File: src/rtl/wb_write_arbiter.sv
// Register-file write-port arbiter: pipeline writebacks take priority; mul/div
// results queue in a small in-order buffer and drain into free write slots.
// Buffered results overtaken by a younger pipeline write to the same register
// are cancelled (live bit cleared) and later discarded without a write.
module wb_write_arbiter #(
    parameter int WORD_LEN = 32,
    parameter int ADDR_LEN = 5,
    parameter int DEPTH    = 2
) (
    input  logic                       clk,
    input  logic                       rst,
    input  logic                       wb_en,
    input  logic [ADDR_LEN-1:0]        wb_reg,
    input  logic [WORD_LEN-1:0]        wb_data,
    input  logic                       md_valid,
    output logic                       md_ready,
    input  logic [ADDR_LEN-1:0]        md_reg,
    input  logic [WORD_LEN-1:0]        md_data,
    output logic                       writeEn,
    output logic [ADDR_LEN-1:0]        writereg,
    output logic [WORD_LEN-1:0]        writeData,
    output logic [$clog2(DEPTH):0]     md_count
);

    localparam int PW = $clog2(DEPTH);
    localparam int CW = $clog2(DEPTH) + 1;
    localparam logic [CW-1:0] DEPTH_C = CW'(DEPTH);

    // Buffer storage and bookkeeping
    logic [ADDR_LEN-1:0] reg_q  [DEPTH];
    logic [WORD_LEN-1:0] data_q [DEPTH];
    logic [DEPTH-1:0]    live_q, live_d;
    logic [PW-1:0]       head_q, head_d;
    logic [PW-1:0]       tail_q, tail_d;
    logic [CW-1:0]       count_q, count_d;

    // Registered write port
    logic                wr_en_q, wr_en_d;
    logic [ADDR_LEN-1:0] wr_reg_q, wr_reg_d;
    logic [WORD_LEN-1:0] wr_data_q, wr_data_d;

    logic head_present;
    logic head_live;
    logic case_a;
    logic case_b;
    logic pop;
    logic push;

    // Ready reflects occupancy before the edge only, so a same-edge pop never
    // opens the handshake early.
    assign md_ready = !rst && (count_q < DEPTH_C);

    assign head_present = (count_q != '0);
    assign head_live    = live_q[head_q];
    assign case_a       = wb_en && (wb_reg != '0);
    assign case_b       = !case_a && head_present && head_live;
    // A dead head is discarded even while the pipeline owns the port.
    assign pop          = head_present && (!head_live || case_b);
    // Results for register 0 complete the handshake but are never stored.
    assign push         = md_valid && md_ready && (md_reg != '0);

    // Next-state for issue decision, kill, pointers and occupancy
    always_comb begin
        // NOTE: every signal gets a default first so no path leaves it unassigned (no latches).
        wr_en_d   = 1'b0;
        wr_reg_d  = wr_reg_q;
        wr_data_d = wr_data_q;
        live_d    = live_q;
        head_d    = head_q;
        tail_d    = tail_q;
        count_d   = count_q;

        if (case_a) begin
            wr_en_d   = 1'b1;
            wr_reg_d  = wb_reg;
            wr_data_d = wb_data;
            // Only entries resident before this edge are killed; a same-edge
            // push is applied afterwards and overrides this.
            for (int i = 0; i < DEPTH; i++) begin
                if (reg_q[i] == wb_reg) begin
                    live_d[i] = 1'b0;
                end
            end
        end else if (case_b) begin
            wr_en_d   = 1'b1;
            wr_reg_d  = reg_q[head_q];
            wr_data_d = data_q[head_q];
        end

        if (pop) begin
            live_d[head_q] = 1'b0;
            head_d         = head_q + PW'(1);
        end

        if (push) begin
            live_d[tail_q] = 1'b1;
            tail_d         = tail_q + PW'(1);
        end

        case ({push, pop})
            2'b10:   count_d = count_q + CW'(1);
            2'b01:   count_d = count_q - CW'(1);
            default: count_d = count_q;
        endcase
    end

    // State and write-port registers with synchronous reset
    always_ff @(posedge clk) begin
        // NOTE: sequential state uses non-blocking assignments so all registers update together.
        if (rst) begin
            live_q    <= '0;
            head_q    <= '0;
            tail_q    <= '0;
            count_q   <= '0;
            wr_en_q   <= 1'b0;
            wr_reg_q  <= '0;
            wr_data_q <= '0;
        end else begin
            live_q    <= live_d;
            head_q    <= head_d;
            tail_q    <= tail_d;
            count_q   <= count_d;
            wr_en_q   <= wr_en_d;
            wr_reg_q  <= wr_reg_d;
            wr_data_q <= wr_data_d;
        end
    end

    // Payload storage, written at the tail on each accepted push
    always_ff @(posedge clk) begin
        // NOTE: payload memory is not reset; the live bits and count decide what is valid.
        if (push) begin
            reg_q[tail_q]  <= md_reg;
            data_q[tail_q] <= md_data;
        end
    end

    assign writeEn   = wr_en_q;
    assign writereg  = wr_reg_q;
    assign writeData = wr_data_q;
    assign md_count  = count_q;

endmodule

File: config.mk
export PLATFORM = sky130hd
export DESIGN_NAME = wb_write_arbiter
export DESIGN_NICKNAME = d
export VERILOG_FILES = /design/src/rtl/wb_write_arbiter.sv
export SDC_FILE = /design/constraint.sdc
export NUM_CORES = 1
export LEC_CHECK = 0
export ABC_AREA = 0
export ABC_CLOCK_PERIOD_IN_PS = 2000
export BUFFER_PORTS_ARGS = -buffer_cell sky130_fd_sc_hd__buf_2
export CAP_MARGIN = 20
export CORE_ASPECT_RATIO = 0.7
export CORE_MARGIN = 2
export CORE_UTILIZATION = 50
export DETAILED_ROUTE_END_ITERATION = 16
export GPL_TIMING_DRIVEN = 0
export HOLD_SLACK_MARGIN = 0.06
export PLACE_DENSITY = 0.75
export RECOVER_POWER = 100
export SLEW_MARGIN = 5
export SYNTH_ARGS = -nofsm -noshare
export SYNTH_HDL_FRONTEND = slang
export SYNTH_SLANG_ARGS = --single-unit
File: constraint.sdc
create_clock -name clk -period 2 [get_ports clk]
set_input_delay 0.1 -clock clk [delete_from_list [all_inputs] [get_ports clk]]
set_output_delay 0.1 -clock clk [all_outputs]
set_load 0.01 [all_outputs]
==> impl_results.md <==
* Outcome: completed
* Final ANT Viol Nets at 0
* Pre-CTS WS at -207 ps
* FF-to-FF End: md_count[1]
* Max-cap violations at 0
* H-tree Lvls at 4
* Hold Path Origin: md_valid
* Drt drc at 0
* Synth warn at 0
* Lkg Pwr at 2.46 nW
* Die area at 11000 um2
* Worst r2r src: head_q
* Post-synthesis sequential area ratio at 61.3%
* Area Overhead vs Synth at 39.2%
* Core Rows at 30
* Vias in the first global route at 4143
* Setup Fix Bufs, Post-CTS at 0
* Layout Skew at 6.78 ps
* Die H at 88.5 um
* Dpl hpwl at 8550 um
* Worst VDD drop at 0.643 mV
* Tcrit/Tclk final at 95.3%
* First-pass GRT wire length at 21200 um
* Power density cells at 1080 nW/um2
* Clock-pin slew on the worst setup and hold paths at 50 ps
* Die W at 125 um
* Top-count cell post-synth: edfxtp_1
* Post-layout util at 72.4%
* Net Count, Synth at 463
* Top area cells in the synthesized netlist: edfxtp_1 (44%), dfxtp_1 (18%), mux2i_1 (7.3%), o211ai_2 (6.6%), a21oi_2 (5.2%)
* CTS tree: done
* Largest net degree at the start of global routing at 39
* CP endpoint kind: flop
* Max Freq at 0.525 GHz
* Wirelength per Cell at 18.5 um
* Final Hold Vio Count at 0
* Min-Delay Path Class: in2reg
* Initial antenna violation count at 0
* Post-synthesis register bit count at 119
* Relative slew slack at 45.2%
* Port bufs at 115
* RSZ-0062 raised after global routing: yes
* Num CTS Buffers at 17
* Grt ovf at 0
* Fin Setup TNS at 0 ps
* CTS sink cnt at 119
* Hold EP: tail_q
* Crit path cell chain: mux2_2 > o211a_1 > nor2_4 > ha_1 > or3_1 > a21oi_1
* # fillers at 695
* # diodes at 0
* Crit-path max cell delay at 370 ps
* DR vias at 4010
* Worst path top cell family by delay: simple AND/OR/NAND/NOR gates
* Worst-case clock buffer depth at 2
* Synth cell types at 38
* Starting Density at 52.0%
* Core footprint at 9800 um2
* Worst reg2reg setup slack at 90 ps
* Worst EP arrival at 2240 ps
* Syn Area/Cell at 13.3 um2
* Required @ worst endpoint at 2330 ps
* Total wire length at 13600 um
* GRT Overall Usage at 25.6%
* Worst path bufs/invs at 0
* Worst Setup Start Kind: flop
* Slowest CP cell: dfxtp_2
* Crit path kind: reg2reg
* Clock Latency Late Sink at 410 ps
* Average vias per placed instance at 5.46
* Slew Viols, Final at 0
* Fin crit period at 1910 ps
* Share of cells above drive strength 1 at 25.7%
* Worst Hold Path Cells at 4
* Synth top area share at 43.6%
* Drt pass-1 iters at 5
* EDFF count, synth at 74
* Setup-failing EPs final at 0
* Largest area contributor in the synthesized netlist: edfxtp_1
* DR iter-0 viols at 268
* Final Worst Setup Slack at 94.5 ps
* Cell Area, Synth at 5100 um2
* CP Max Fanout at 5
* FF-to-FF path depth at 6
* Synth top cells by count: edfxtp_1 (74), dfxtp_1 (45), nand3_1 (39)
* Cell count after synthesis at 384
* Ys flop type: edfxtp_1
* Nets at 672
* Async set-reset flop share out of synthesis at 0%
* Worst-Margin Slew at 822 ps
* RePlAce Congestion at 0.886
* # IOs at 119
* CTS root buf: clkbuf_16
==> cells by family (layout without fill, tap and decap cells) <==
family,Yosys count,after routing,share of synthesized area [%]
buf+inv,33,255,3.83
fa+ha+maj,1,1,0.245
xor+xnor,12,12,2.06
compound gates,89,89,16.9
simple gates,92,92,8.25
flops,119,119,61.3
mux,38,38,7.49
==> worst max path at each step <==
| stage | end | cells after the start | start |
|---|---|---|---|
| after detailed placement | live_q[0] | 7 | md_reg[0] |
| after global routing | md_count[1] | 6 | head_q |
| final | md_count[1] | 6 | head_q |
| after global placement | data_q[1][11] | 4 | rst |
| after CTS | writeData[15] | 6 | md_count[0] |
| after floorplan | data_q[1][0] | 3 | md_count[1] |
==> worst register-to-register path, delay by kind of cell (launching register included) <==
family / cells / cell delay, ps
simple gates: 2 / 490
flops: 1 / 370
mux: 1 / 370
compound gates: 2 / 330
fa+ha+maj: 1 / 270
==> per-layer routing <==
| layer | share of wire [%] | wire, um | track usage [%] | vias to the layer above |
|---|---|---|---|---|
| met4 | 1.6 | 212 | 10.1 | 0 |
| met3 | 7.6 | 1040 | 6.89 | 18 |
| li1 | - | - | - | 1865 |
| met5 | 0 | 0 | 0 | - |
| met2 | 49 | 6730 | 44.4 | 185 |
| met1 | 41 | 5620 | 31.3 | 1942 |
==> report_power, final <==
part,switching [mW],total (mW),internal [mW]
logic,1.07,1.79,0.713
clock network,1.01,2.93,1.92
registers,0.118,2.95,2.83
total,2.20,7.67,5.47
==> final cells by class <==
class,count,area (um2),area share (%)
flip-flops and latches,119,3120,44.0
multi-input cells,232,1790,25.2
repair buffers,190,1250,17.6
clock buffers,27,493,6.95
plain buffers,30,188,2.65
well taps,128,160,2.26
clock inverters,5,75.1,1.06
inverters,3,16.3,0.229
==> timing repair <==
action,in CTS,in global routing
hold buffers,74,0
endpoints found under the setup margin,41,22
pin swaps,0,0
gates resized for setup,3,6
endpoints found under the hold margin,111,0
==> sequential cells by signal, summed over array words and instances (netlist names), named ones only <==
register   cells
writeData     32
live_q         2
head_q         1
md_count       2
writeEn        1
reg_q         10
tail_q         1
data_q        64
writereg       5
==> metrics by stage <==
stage | total power, mW | instance area [um2] | hold WS [ps] | std cells
global route | 7.96 | 7090 | 120 | 734
detailed placement | 4.64 | 5850 | 291 | 628
CTS | 7.67 | 7170 | 87.6 | 734
finish | 7.67 | 7090 | 103 | 734
global placement | 4.57 | 5830 | 287 | 627
floorplan | 4.10 | 5100 | 199 | 384
==> cells in the final DEF, fill, tap and decap left out, types with 2 or more instances in the layout <==
cell type       n
nor2_1          6
nand2_1        38
o211ai_1        8
mux2i_1        37
xnor2_1         7
inv_1           2
or3_1           2
and2_1          2
o211ai_2       27
clkbuf_8        3
edfxtp_1       74
buf_1           3
bufinv_16       2
nand3_1        39
o41ai_1         2
a21oi_2        30
dfxtp_1        44
o211ai_4        3
dlygate4sd3_1  74
clkbuf_2        3
buf_2          55
clkbuf_16      17
a21oi_1        11
clkbuf_1       86
xor2_1          5
a221oi_1        2
clkinv_2        3
buf_12          4
(Power assumes the default switching activity.)
